### src/rtl/mc_sequencer.sv
// Multi-cycle FETCH/DECODE/EXEC/MEM/WB phase sequencer emitting per-phase write strobes.
// Latency: ALU 4, branch/jump 3, store 4+w, load 5+w cycles fetch-to-retire (w = dm_ack wait).
// Backpressure: run gates FETCH; dm_ack stalls MEM, DM_TO bounds the stall (bus_err + HALT).
//
// Optional feature: define SEQ_PERF_CNT_EN to add the cycle_cnt/retire_cnt perf counters.
// Instruction codes mirror the INST_* values of the core's defines.v.

module mc_sequencer #(
  parameter int DM_TO = 16,  // max cycles dm_req waits for dm_ack; 0 = wait forever
  parameter int CNT_W = 32   // perf counter width
) (
  input  logic             clk,
  input  logic             reset,
  input  logic             run,
  input  logic [5:0]       dec_inst,
  input  logic             dm_ack,
  output logic             ir_write_en,
  output logic             pc_write_en,
  output logic             gpr_write_gt,
  output logic             dm_write_gt,
  output logic             dm_req,
  output logic             retire,
  output logic             halted,
  output logic             bus_err,
  output logic [2:0]       state_o
`ifdef SEQ_PERF_CNT_EN
  ,
  output logic [CNT_W-1:0] cycle_cnt,
  output logic [CNT_W-1:0] retire_cnt
`endif
);

  // Instruction codes; anything not listed here is executed as an ALU-class op
  // (EXEC -> WB) and its GPR write is masked by the external control word.
  localparam logic [5:0] INST_ADDU  = 6'h01;
  localparam logic [5:0] INST_SUBU  = 6'h02;
  localparam logic [5:0] INST_AND   = 6'h03;
  localparam logic [5:0] INST_OR    = 6'h04;
  localparam logic [5:0] INST_SLT   = 6'h05;
  localparam logic [5:0] INST_ADDIU = 6'h06;
  localparam logic [5:0] INST_LUI   = 6'h07;
  localparam logic [5:0] INST_LW    = 6'h08;
  localparam logic [5:0] INST_LB    = 6'h09;
  localparam logic [5:0] INST_SW    = 6'h0A;
  localparam logic [5:0] INST_SB    = 6'h0B;
  localparam logic [5:0] INST_BEQ   = 6'h0C;
  localparam logic [5:0] INST_J     = 6'h0D;
  localparam logic [5:0] INST_JR    = 6'h0E;
  localparam logic [5:0] INST_JAL   = 6'h0F;
  localparam logic [5:0] INST_HLT   = 6'h3F;

  // Timeout counter only needs to reach DM_TO-1; keep at least one bit so the
  // DM_TO=0 (no timeout) build still elaborates cleanly.
  localparam int             TO_W    = (DM_TO > 1) ? $clog2(DM_TO) : 1;
  localparam bit             TO_EN   = (DM_TO > 0);
  localparam logic [TO_W-1:0] TO_LAST = (DM_TO > 0) ? TO_W'(DM_TO - 1) : '0;

  // Encoding is visible on state_o, so the values are fixed.
  typedef enum logic [2:0] {
    ST_FETCH  = 3'd0,
    ST_DECODE = 3'd1,
    ST_EXEC   = 3'd2,
    ST_MEM    = 3'd3,
    ST_WB     = 3'd4,
    ST_HALT   = 3'd5
  } state_t;

  state_t          state;
  logic [TO_W-1:0] to_cnt;
  logic            bus_err_q;

  logic is_load;
  logic is_store;
  logic is_br;
  logic is_jal;
  logic is_hlt;
  logic is_mem;
  logic to_expire;

  // Classify the decoded instruction into the groups that steer the phase walk.
  always_comb begin
    is_load  = 1'b0;
    is_store = 1'b0;
    is_br    = 1'b0;
    is_jal   = 1'b0;
    is_hlt   = 1'b0;
    unique case (dec_inst)
      INST_LW, INST_LB:          is_load  = 1'b1;
      INST_SW, INST_SB:          is_store = 1'b1;
      INST_BEQ, INST_J, INST_JR: is_br    = 1'b1;
      INST_JAL:                  is_jal   = 1'b1;
      INST_HLT:                  is_hlt   = 1'b1;
      INST_ADDU, INST_SUBU, INST_AND, INST_OR,
      INST_SLT, INST_ADDIU, INST_LUI: ;
      default: ;
    endcase
    is_mem = is_load | is_store;
  end

  // Timeout fires on the last permitted MEM cycle that sees no dm_ack.
  always_comb begin
    to_expire = TO_EN && (to_cnt == TO_LAST);
  end

  // Phase state machine, DM wait counter and sticky bus error.
  always_ff @(posedge clk or posedge reset) begin
    if (reset) begin
      state     <= ST_FETCH;
      to_cnt    <= '0;
      bus_err_q <= 1'b0;
    end else begin
      case (state)
        ST_FETCH: begin
          if (run) state <= ST_DECODE;
        end
        ST_DECODE: begin
          state <= is_hlt ? ST_HALT : ST_EXEC;
        end
        ST_EXEC: begin
          if (is_br || is_jal) state <= ST_FETCH;
          else if (is_mem)     state <= ST_MEM;
          else                 state <= ST_WB;
        end
        ST_MEM: begin
          if (dm_ack) begin
            // Stores commit here; loads still need the WB phase for the GPR write.
            to_cnt <= '0;
            state  <= is_store ? ST_FETCH : ST_WB;
          end else if (to_expire) begin
            to_cnt    <= '0;
            bus_err_q <= 1'b1;
            state     <= ST_HALT;
          end else if (TO_EN) begin
            to_cnt <= to_cnt + 1'b1;
          end
        end
        ST_WB: begin
          state <= ST_FETCH;
        end
        ST_HALT: begin
          // Absorbing: only reset leaves HALT.
          state <= ST_HALT;
        end
        default: begin
          state <= ST_FETCH;
        end
      endcase
    end
  end

  // Strobes decoded from the current phase; run/dm_ack only qualify the
  // single-cycle FETCH and MEM commits, dec_inst only picks the instruction flavour.
  always_comb begin
    ir_write_en  = 1'b0;
    pc_write_en  = 1'b0;
    gpr_write_gt = 1'b0;
    dm_write_gt  = 1'b0;
    dm_req       = 1'b0;
    halted       = 1'b0;
    case (state)
      ST_FETCH: begin
        // Reset holds state at FETCH, so keep IR closed while reset is high.
        ir_write_en = run & ~reset;
      end
      ST_EXEC: begin
        pc_write_en  = is_br | is_jal;
        gpr_write_gt = is_jal;
      end
      ST_MEM: begin
        dm_req      = 1'b1;
        dm_write_gt = is_store;
        pc_write_en = is_store & dm_ack;
      end
      ST_WB: begin
        gpr_write_gt = 1'b1;
        pc_write_en  = 1'b1;
      end
      ST_HALT: begin
        halted = 1'b1;
      end
      default: ;
    endcase
    retire  = pc_write_en;
    bus_err = bus_err_q;
    state_o = state;
  end

`ifdef SEQ_PERF_CNT_EN
  // Free-running cycle and retire counters; both wrap naturally at 2^CNT_W.
  always_ff @(posedge clk or posedge reset) begin
    if (reset) begin
      cycle_cnt  <= '0;
      retire_cnt <= '0;
    end else begin
      cycle_cnt <= cycle_cnt + 1'b1;
      if (retire) retire_cnt <= retire_cnt + 1'b1;
    end
  end
`endif

endmodule

### config.mk
export PLATFORM = sky130hd
export DESIGN_NAME = mc_sequencer
export DESIGN_NICKNAME = d
export VERILOG_FILES = /design/src/rtl/mc_sequencer.sv
export SDC_FILE = /design/constraint.sdc
export NUM_CORES = 1
export LEC_CHECK = 0
export CORE_UTILIZATION = 41
export DETAILED_ROUTE_END_ITERATION = 6
export PLACE_DENSITY = 0.76
export RECOVER_POWER = 25
export SKIP_CTS_REPAIR_TIMING = 1
export SYNTH_ARGS = -nofsm -noshare
export SYNTH_HDL_FRONTEND = slang
export SYNTH_SLANG_ARGS = --single-unit
### constraint.sdc
create_clock -name clk -period 2 [get_ports clk]
set_clock_uncertainty 0.1 [all_clocks]
set_input_delay 0.4 -clock clk [delete_from_list [all_inputs] [get_ports clk]]
set_output_delay 0.4 -clock clk [all_outputs]
set_load 0.02 [all_outputs]
## Word-level counts from Yosys, hierarchy flattened

Index checks and enable logic that the tools add are counted.

| storage, ports and cells | value |
|---|---|
| register bits | 8 |
| logic and storage cells | 55 |

| operators by class | value |
|---|---|
| $add $sub $neg | 1 |
| equality and inequality tests | 17 |
| multiplexer cells | 21 |
| bitwise operators | 6 |
| reduce and logical (&&, ||, !) cells | 7 |

Operators with widths:

| kind | count |
|---|---|
| $eq A6 B4 Y1 const B | 8 |
| $mux W3 | 7 |
| $pmux W3 S5 | 1 |
| $mux W1 | 9 |
| $mux W4 | 2 |
| $eq A3 B2 Y1 const B | 2 |
| $eq A3 B3 Y1 const B | 2 |
| $eq A6 B6 Y1 const B | 1 |
| $add A4 B1 Y4 const B | 1 |
| $eq A4 B4 Y1 const B | 1 |
| $reduce_or A2 Y1 | 2 |
| $eq A3 B1 Y1 const B | 1 |
| $logic_not A3 Y1 | 1 |
| $ne A3 B3 Y1 const B | 1 |
| $pmux W1 S3 | 1 |
| $reduce_and A3 Y1 | 1 |
| $reduce_or A3 Y1 | 1 |
| $and A1 B1 Y1 | 2 |
| $ne A2 B2 Y1 const B | 1 |
| $not A1 Y1 | 2 |
| $or A1 B1 Y1 | 2 |
| $pmux W1 S2 | 1 |
| $reduce_and A2 Y1 | 1 |
| $logic_or A1 B1 Y1 | 1 |

## Logic depth before layout (Yosys ltp)

Gate-level depths: netlist (run 1).

| depth | value |
|---|---|
| depth in word-level cells | 7 |
| depth in mapped cells | 4 |
| mapped depth without buffers | 4 |

## Worst setup path after synthesis (run 1)

OpenSTA, ideal clock, no wires.

| timing path | value |
|---|---|
| kind | register to output |
| from | register state[2], in the netlist state_o[2] |
| to | output retire |
| arrival | 1,725 ps |
| slack | -225 ps |
| cell stages (with the launch flop) | 5 |
| cells stage by stage | dfrtp_1 nand3b_2 and4bb_1 o2bb2ai_1 buf_4 |

| between the ends | value |
|---|---|
| longest elaborated chain between the ends | 2 |
| elaborated cells between the ends (all ways) | 4 |
| those cells by class | eq/ne (3); mux (1) |

Ends and longest elaborated chain:

| element | RTL line | text |
|---|---|---|
| from (decl) | 68 | `state_t state;` |
| from (signal assigned) | 117 | `state <= is_hlt ? ST_HALT : ST_EXEC;` |
| from (signal assigned) | 128 | `state <= is_store ? ST_FETCH : ST_WB;` |
| $eq A3 B3 Y1 / $eq A3 B2 Y1 (equally long branches) | 160 | `case (state)` |
| $pmux W1 S3 (*) | 160 |  |
| to (decl) | 22 | `output logic retire,` |

Mark *: on every way between the ends. The rest lies on a longest branch, timed or not.

## Worst setup path in the final report (run 1)

| timing path | value |
|---|---|
| from | input dec_inst[1] |
| to | output gpr_write_gt |

| between the ends | value |
|---|---|
| longest elaborated chain between the ends | 3 |

Ends and longest elaborated chain:

| element | RTL line | text |
|---|---|---|
| from (decl) | 15 | `input logic [5:0] dec_inst,` |
| $eq A6 B4 Y1 | 87 | `unique case (dec_inst)` |
| $mux W1 | 87 |  |
| $pmux W1 S2 | 160 |  |
| to (decl) | 19 | `output logic gpr_write_gt,` |

Every way passes these cells.

==> impl_metrics.yaml, run 1 <==
outcome:
  status: "complete, but fails checks"
  violations: "negative setup slack"
synthesis:
  yosysUniqueCellTypes: 31
  syn_area_um2: 534
  ys_ff_latch: 8
  syn_nets: 71
  avgSynthCellArea_um2: 8.90
  synth_seq_area_share_pct: 37.5
  synth_warnings: 0
  synth_cells: 60
die:
  ioPinCount: 21
  num_rows: 12
  core-area_um2: 1160
  die_w_um: 38.1
  die_h_um: 38.1
  fp.dieArea_um2: 1450
  start_util_pct: 46.2
final_layout:
  area_growth_pct: 80.3
  antenna_cells: 0
  nets: 111
  design_area_um2: 963
  layout_commonest_cell: "buf_4"
  layout-drive-gt1-share_pct: 35.7
  layout_common_cells: "buf_4, clkdlybuf4s50_1, dlymetal6s2s_1"
job:
  cap_viol_max_count: 0
clock_tree:
  clock_latency_ns: 0.26
  cts_max_level: 1
  cts_buffers: 3
  cts.sinks: 8
  cts.path.max_buffers: 2
  cts_tree: "yes"
  cts_root_buffer: "clkbuf_4"
  path_clk_slew_ns: 0.05
timing:
  period_needed_ns: 2.13
  post-route-period-util_pct: 106
  worst_pin_slew_ns: 0.429
  layout_setup_ws_ns: -0.125
  whs_ns: 0.371
  hold_viol: 0
  clock.fmax_mhz: 471
  slew_headroom_pct: 71.4
  drv_slew: 0
  setup_viol: 2
  rsz0062_at_grt: "true"
power:
  ir_worst_vdd_uv: 798
  p_total_mw: 1.15
  cellPowerDensity_nw_per_um2: 1200
  leakage_nw: 0.530
critical_path:
  crit_slowest_cell: "clkdlybuf4s50_1"
  cp-start-kind: "input port"
  cp_top_family: "buffers and inverters"
  path_cells: "clkdlybuf4s50_1, and3_1, nand3_1, a21oi_1, buf_4"
  worst-r2r-cell-count: 4
  worstPathMaxFanout: 4
  r2r_start: "state_o[0]"
  end_kind: "output pin"
  cp_data_arrival_time_ns: 1.63
  critPathMaxStageDelay_ns: 0.54
  timing.rr.end: "state_o[2]"
  path_class: "in2out"
  worst-path-buf-inv: 2
  reg2reg_setup_slack_ns: 0.53
  critPathRequiredTime_ns: 1.50
detailed_routing:
  wl_per_cell_um: 15.6
  drc: 0
  drt.antenna.violating_nets: 0
  drt-total-wl_um: 1750
  drt-initial-drc-count: 15
  vias: 624
  viasPerCell: 5.57
  firstDrtPassIters: 4
grt:
  grt-ovfl-total: 0
  grt_pass1_vias: 525
  grtUsageTotal_pct: 21.7
  grt_max_degree: 9
  antenna_found_initial: 0
  grt_pass1_wl_um: 2170
min_path:
  hp-start: "bus_err"
  hold_depth: 1
  holdPathEnd: "bus_err"
  hp-class: "reg2reg"
place:
  place_congestion: 0.837
  dpl_cell_area_um2: 855
  dp_hpwl_um: 1020
  portBuffers: 20
==> where the power goes <==
part           internal (mW)  switching (mW)  leakage [nW]
clock                 0.0687          0.0552        0.0138
sequential             0.223          0.0795         0.102
combinational          0.385           0.343         0.415
total                  0.676           0.478         0.530
==> cells by family after synthesis <==
logic type / Yosys count / synth area share, %
adder cells (fa/ha/maj): 1 / 2.34
buffers and inverters: 6 / 4.92
AO/OA/AOI/OAI: 16 / 19.7
AND/OR/NAND/NOR: 29 / 35.6
flip-flops: 8 / 37.5
==> worst register-to-register path, delay by kind of cell (launching register included) <==
kind	cells	cell delay, ns
flip-flops	1	0.41
AND/OR/NAND/NOR	2	0.40
AO/OA/AOI/OAI	1	0.27
buffers and inverters	1	0.17
==> layer usage <==
layer | global-route usage [%] | vias to the layer above | part of all wire (%)
met5 | 0 | - | 0
met4 | 5.36 | 0 | 0.68
met3 | 6.98 | 3 | 3.9
met2 | 33.5 | 19 | 55
met1 | 29.2 | 305 | 41
li1 | - | 297 | -
==> worst max-delay path by stage <==
stage                              end  slack [ns]  cells after the start   startpoint
after CTS                       retire       -0.59                      5  dec_inst[3]
after floorplan                 retire        0.02                      4   state_o[2]
final                     gpr_write_gt       -0.13                      5  dec_inst[1]
after global routing      gpr_write_gt       -0.18                      5  dec_inst[1]
after global placement     pc_write_en       -0.57                      5  dec_inst[3]
after detailed placement  gpr_write_gt       -0.59                      6  dec_inst[3]
==> synth_stat cells <==
cell | number | area, µm²
nor4b_1 | 1 | 8.76
nand2_1 | 4 | 15.0
buf_4 | 1 | 7.51
nand3b_2 | 1 | 11.3
nand3b_1 | 1 | 7.51
and2b_1 | 1 | 7.51
o211ai_1 | 2 | 15.0
and3b_1 | 1 | 8.76
ha_1 | 1 | 12.5
and2_1 | 1 | 6.26
o21ai_0 | 5 | 25.0
o31a_1 | 1 | 8.76
nor2_1 | 5 | 18.8
a21oi_1 | 1 | 5.00
and3_1 | 1 | 6.26
a41o_1 | 1 | 10.0
nand2_2 | 1 | 6.26
inv_1 | 5 | 18.8
and4bb_4 | 1 | 16.3
dfrtp_1 | 8 | 200
nor3b_2 | 1 | 12.5
nand2b_1 | 2 | 12.5
or2b_1 | 1 | 7.51
nand4_1 | 1 | 6.26
a32o_1 | 1 | 10.0
a31oi_1 | 2 | 12.5
o21ai_1 | 2 | 10.0
nand3_1 | 4 | 20.0
and4bb_1 | 1 | 12.5
nor2b_1 | 1 | 6.26
o2bb2ai_1 | 1 | 8.76
==> sequential cells by signal (all words and copies together) (netlist names) <==
| signal | count |
|---|---|
| state_o | 3 |
| to_cnt | 4 |
| bus_err | 1 |
==> cell type report <==
cell class / instances / area, µm²
Clock buffer: 3 / 22.5
Fill cell: 80 / 193
Inverter: 5 / 18.8
Multi-Input combinational cell: 46 / 370
Sequential cell: 8 / 204
Tap cell: 14 / 17.5
Timing Repair Buffer: 36 / 330
==> through the flow <==
step,setup slack [ns],std cells,util [%],setup TNS (ns)
finish,-0.125,112,83.3,-0.149
global route,-0.177,112,83.3,-0.348
CTS,-0.594,109,75.9,-3.17
detailed placement,-0.586,106,73.9,-2.62
global placement,-0.566,106,73.9,-2.53
floorplan,0.0191,60,-,0
Power figures use the tool's default switching activity.
==> run 2: changes to the inputs <==
--- a/config.mk
+++ b/config.mk
@@ -9,6 +9,7 @@
 export DETAILED_ROUTE_END_ITERATION = 6
 export PLACE_DENSITY = 0.76
 export RECOVER_POWER = 25
+export REMOVE_ABC_BUFFERS = 1
 export SKIP_CTS_REPAIR_TIMING = 1
 export SYNTH_ARGS = -nofsm -noshare
 export SYNTH_HDL_FRONTEND = slang
==> run 2 against run 1 <==
Compared with the run above:
- the flow now finishes without violations
- highest routed layer is now met3
- total power is 11% lower
- routed wire length shrank 25%
- setup slack better by 0.13 ns
- register-to-register slack worse by 0.02 ns
- critical path type unchanged
==> impl_metrics.yaml, run 2 (synthesis results as in run 1) <==
detailed_routing:
  firstDrtPassIters: 4
  drt.antenna.violating_nets: 0
  drt-total-wl_um: 1310
  wl_per_cell_um: 12.1
  drc: 0
  drt-initial-drc-count: 7
  viasPerCell: 5.39
  vias: 582
power:
  ir_worst_vdd_uv: 815
  comb_power_share_pct: 62.0
  p_total_mw: 1.03
  switchingPower_uw: 406
  clkPwrFrac_pct: 11.3
  leakage_nw: 0.509
  cellPowerDensity_nw_per_um2: 1140
  seqPwrFrac_pct: 26.8
  p_int_uw: 622
  p_sw_share_pct: 39.5
clock_tree:
  cts.sinks: 8
  cts_max_level: 1
  clock_latency_ns: 0.25
  cts_tree: "yes"
  cts.path.max_buffers: 2
  cts_buffers: 3
  cts_root_buffer: "clkbuf_4"
  path_clk_slew_ns: 0.05
critical_path:
  cp_data_arrival_time_ns: 1.49
  critPathRequiredTime_ns: 1.50
  reg2reg_setup_slack_ns: 0.51
  worstPathMaxFanout: 4
  path_class: "in2out"
  end_kind: "output pin"
  cp-start-kind: "input port"
timing:
  hold_viol: 0
  setup_viol: 0
  post-route-period-util_pct: 99.5
  clock.fmax_mhz: 502
  period_needed_ns: 1.99
  rsz0062_at_grt: "true"
  worst_pin_slew_ns: 0.404
  drv_slew: 0
  whs_ns: 0.384
  tns_ns: 0
  slew_headroom_pct: 73.1
  layout_setup_ws_ns: 0.00960
die:
  die_h_um: 38.1
  num_rows: 12
  core-area_um2: 1160
  fp.dieArea_um2: 1450
  ioPinCount: 21
  die_w_um: 38.1
  start_util_pct: 46.2
grt:
  grt_pass1_wl_um: 2000
  antenna_found_initial: 0
  grt_pass1_vias: 495
  grt-ovfl-total: 0
  grt_max_degree: 9
  grtUsageTotal_pct: 19.7
final_layout:
  layout_common_cells: "buf_4, dfrtp_1, clkdlybuf4s50_1, dlymetal6s2s_1"
  regArea_um2: 200
  area_growth_pct: 69.6
  layout-drive-gt1-share_pct: 26.6
  multiInputGateArea_um2: 333
  antenna_cells: 0
  layout_commonest_cell: "buf_4"
  top_register: "to_cnt"
  largest_register_ffs: 4
  nets: 107
  design_area_um2: 906
  instances_no_fill: 108
  finish.utilization_pct: 78.4
  fillers: 88
place:
  place_ws_ns: -0.620
  place_congestion: 0.849
  dpl_cell_area_um2: 835
  dp_hpwl_um: 1050
  place_inst: 105
  portBuffers: 20
job:
  cap_viol_max_count: 0
outcome:
  status: "finished clean"
min_path:
  hp-class: "reg2reg"
## run 2: path summary, 6_finish.rpt
kind,from,cells past startpoint,to
worst max register to register,state_o[2],5,state_o[2]
worst min-delay path,bus_err,1,bus_err
min in group asynchronous,reset,3,to_cnt[3]
worst min register to register,bus_err,1,bus_err
max in group asynchronous,reset,3,to_cnt[2]
worst max-delay path,dec_inst[1],5,gpr_write_gt
## run 2: critical path, stage by stage
cell and delay [ns]:
clkdlybuf4s50_1 0.52, and3_1 0.17, nand3_1 0.09, a21oi_2 0.16
buf_4 0.16
## run 2: layout make-up
type	instances	share of cell area, %
clock buffer	3	2.49
timing repair buffer	32	34.7
inverter	5	2.07
tap	14	1.93
sequential	8	22.1
multi-input combinational	46	36.7
## run 2: metal layers
metal	share of wire [%]	vias to the layer above	track usage, %	wire length (µm)
li1	-	291	-	-
met1	48	269	29.9	623
met2	48	22	28.4	624
met3	4.8	0	5.23	63
met4	0	0	2.68	0
met5	0	-	0	0
## run 2: power by group through the flow
| stage | Clock [mW] | Combinational [mW] | Sequential [mW] |
|---|---|---|---|
| after CTS | 0.122 | 0.606 | 0.270 |
| after floorplan | 0 | 0.246 | 0.321 |
| after global routing | 0.130 | 0.690 | 0.283 |
| final | 0.116 | 0.638 | 0.275 |
| after global placement | 0 | 0.598 | 0.271 |
| after detailed placement | 0 | 0.604 | 0.272 |
==> run 3: changes to the inputs <==
--- a/config.mk
+++ b/config.mk
@@ -5,6 +5,7 @@
 export SDC_FILE = /design/constraint.sdc
 export NUM_CORES = 1
 export LEC_CHECK = 0
+export CORE_MARGIN = 1
 export CORE_UTILIZATION = 41
 export DETAILED_ROUTE_END_ITERATION = 6
 export PLACE_DENSITY = 0.76
==> results of run 3 <==
Final layout, timing and power as in run 2 (identical DEF).
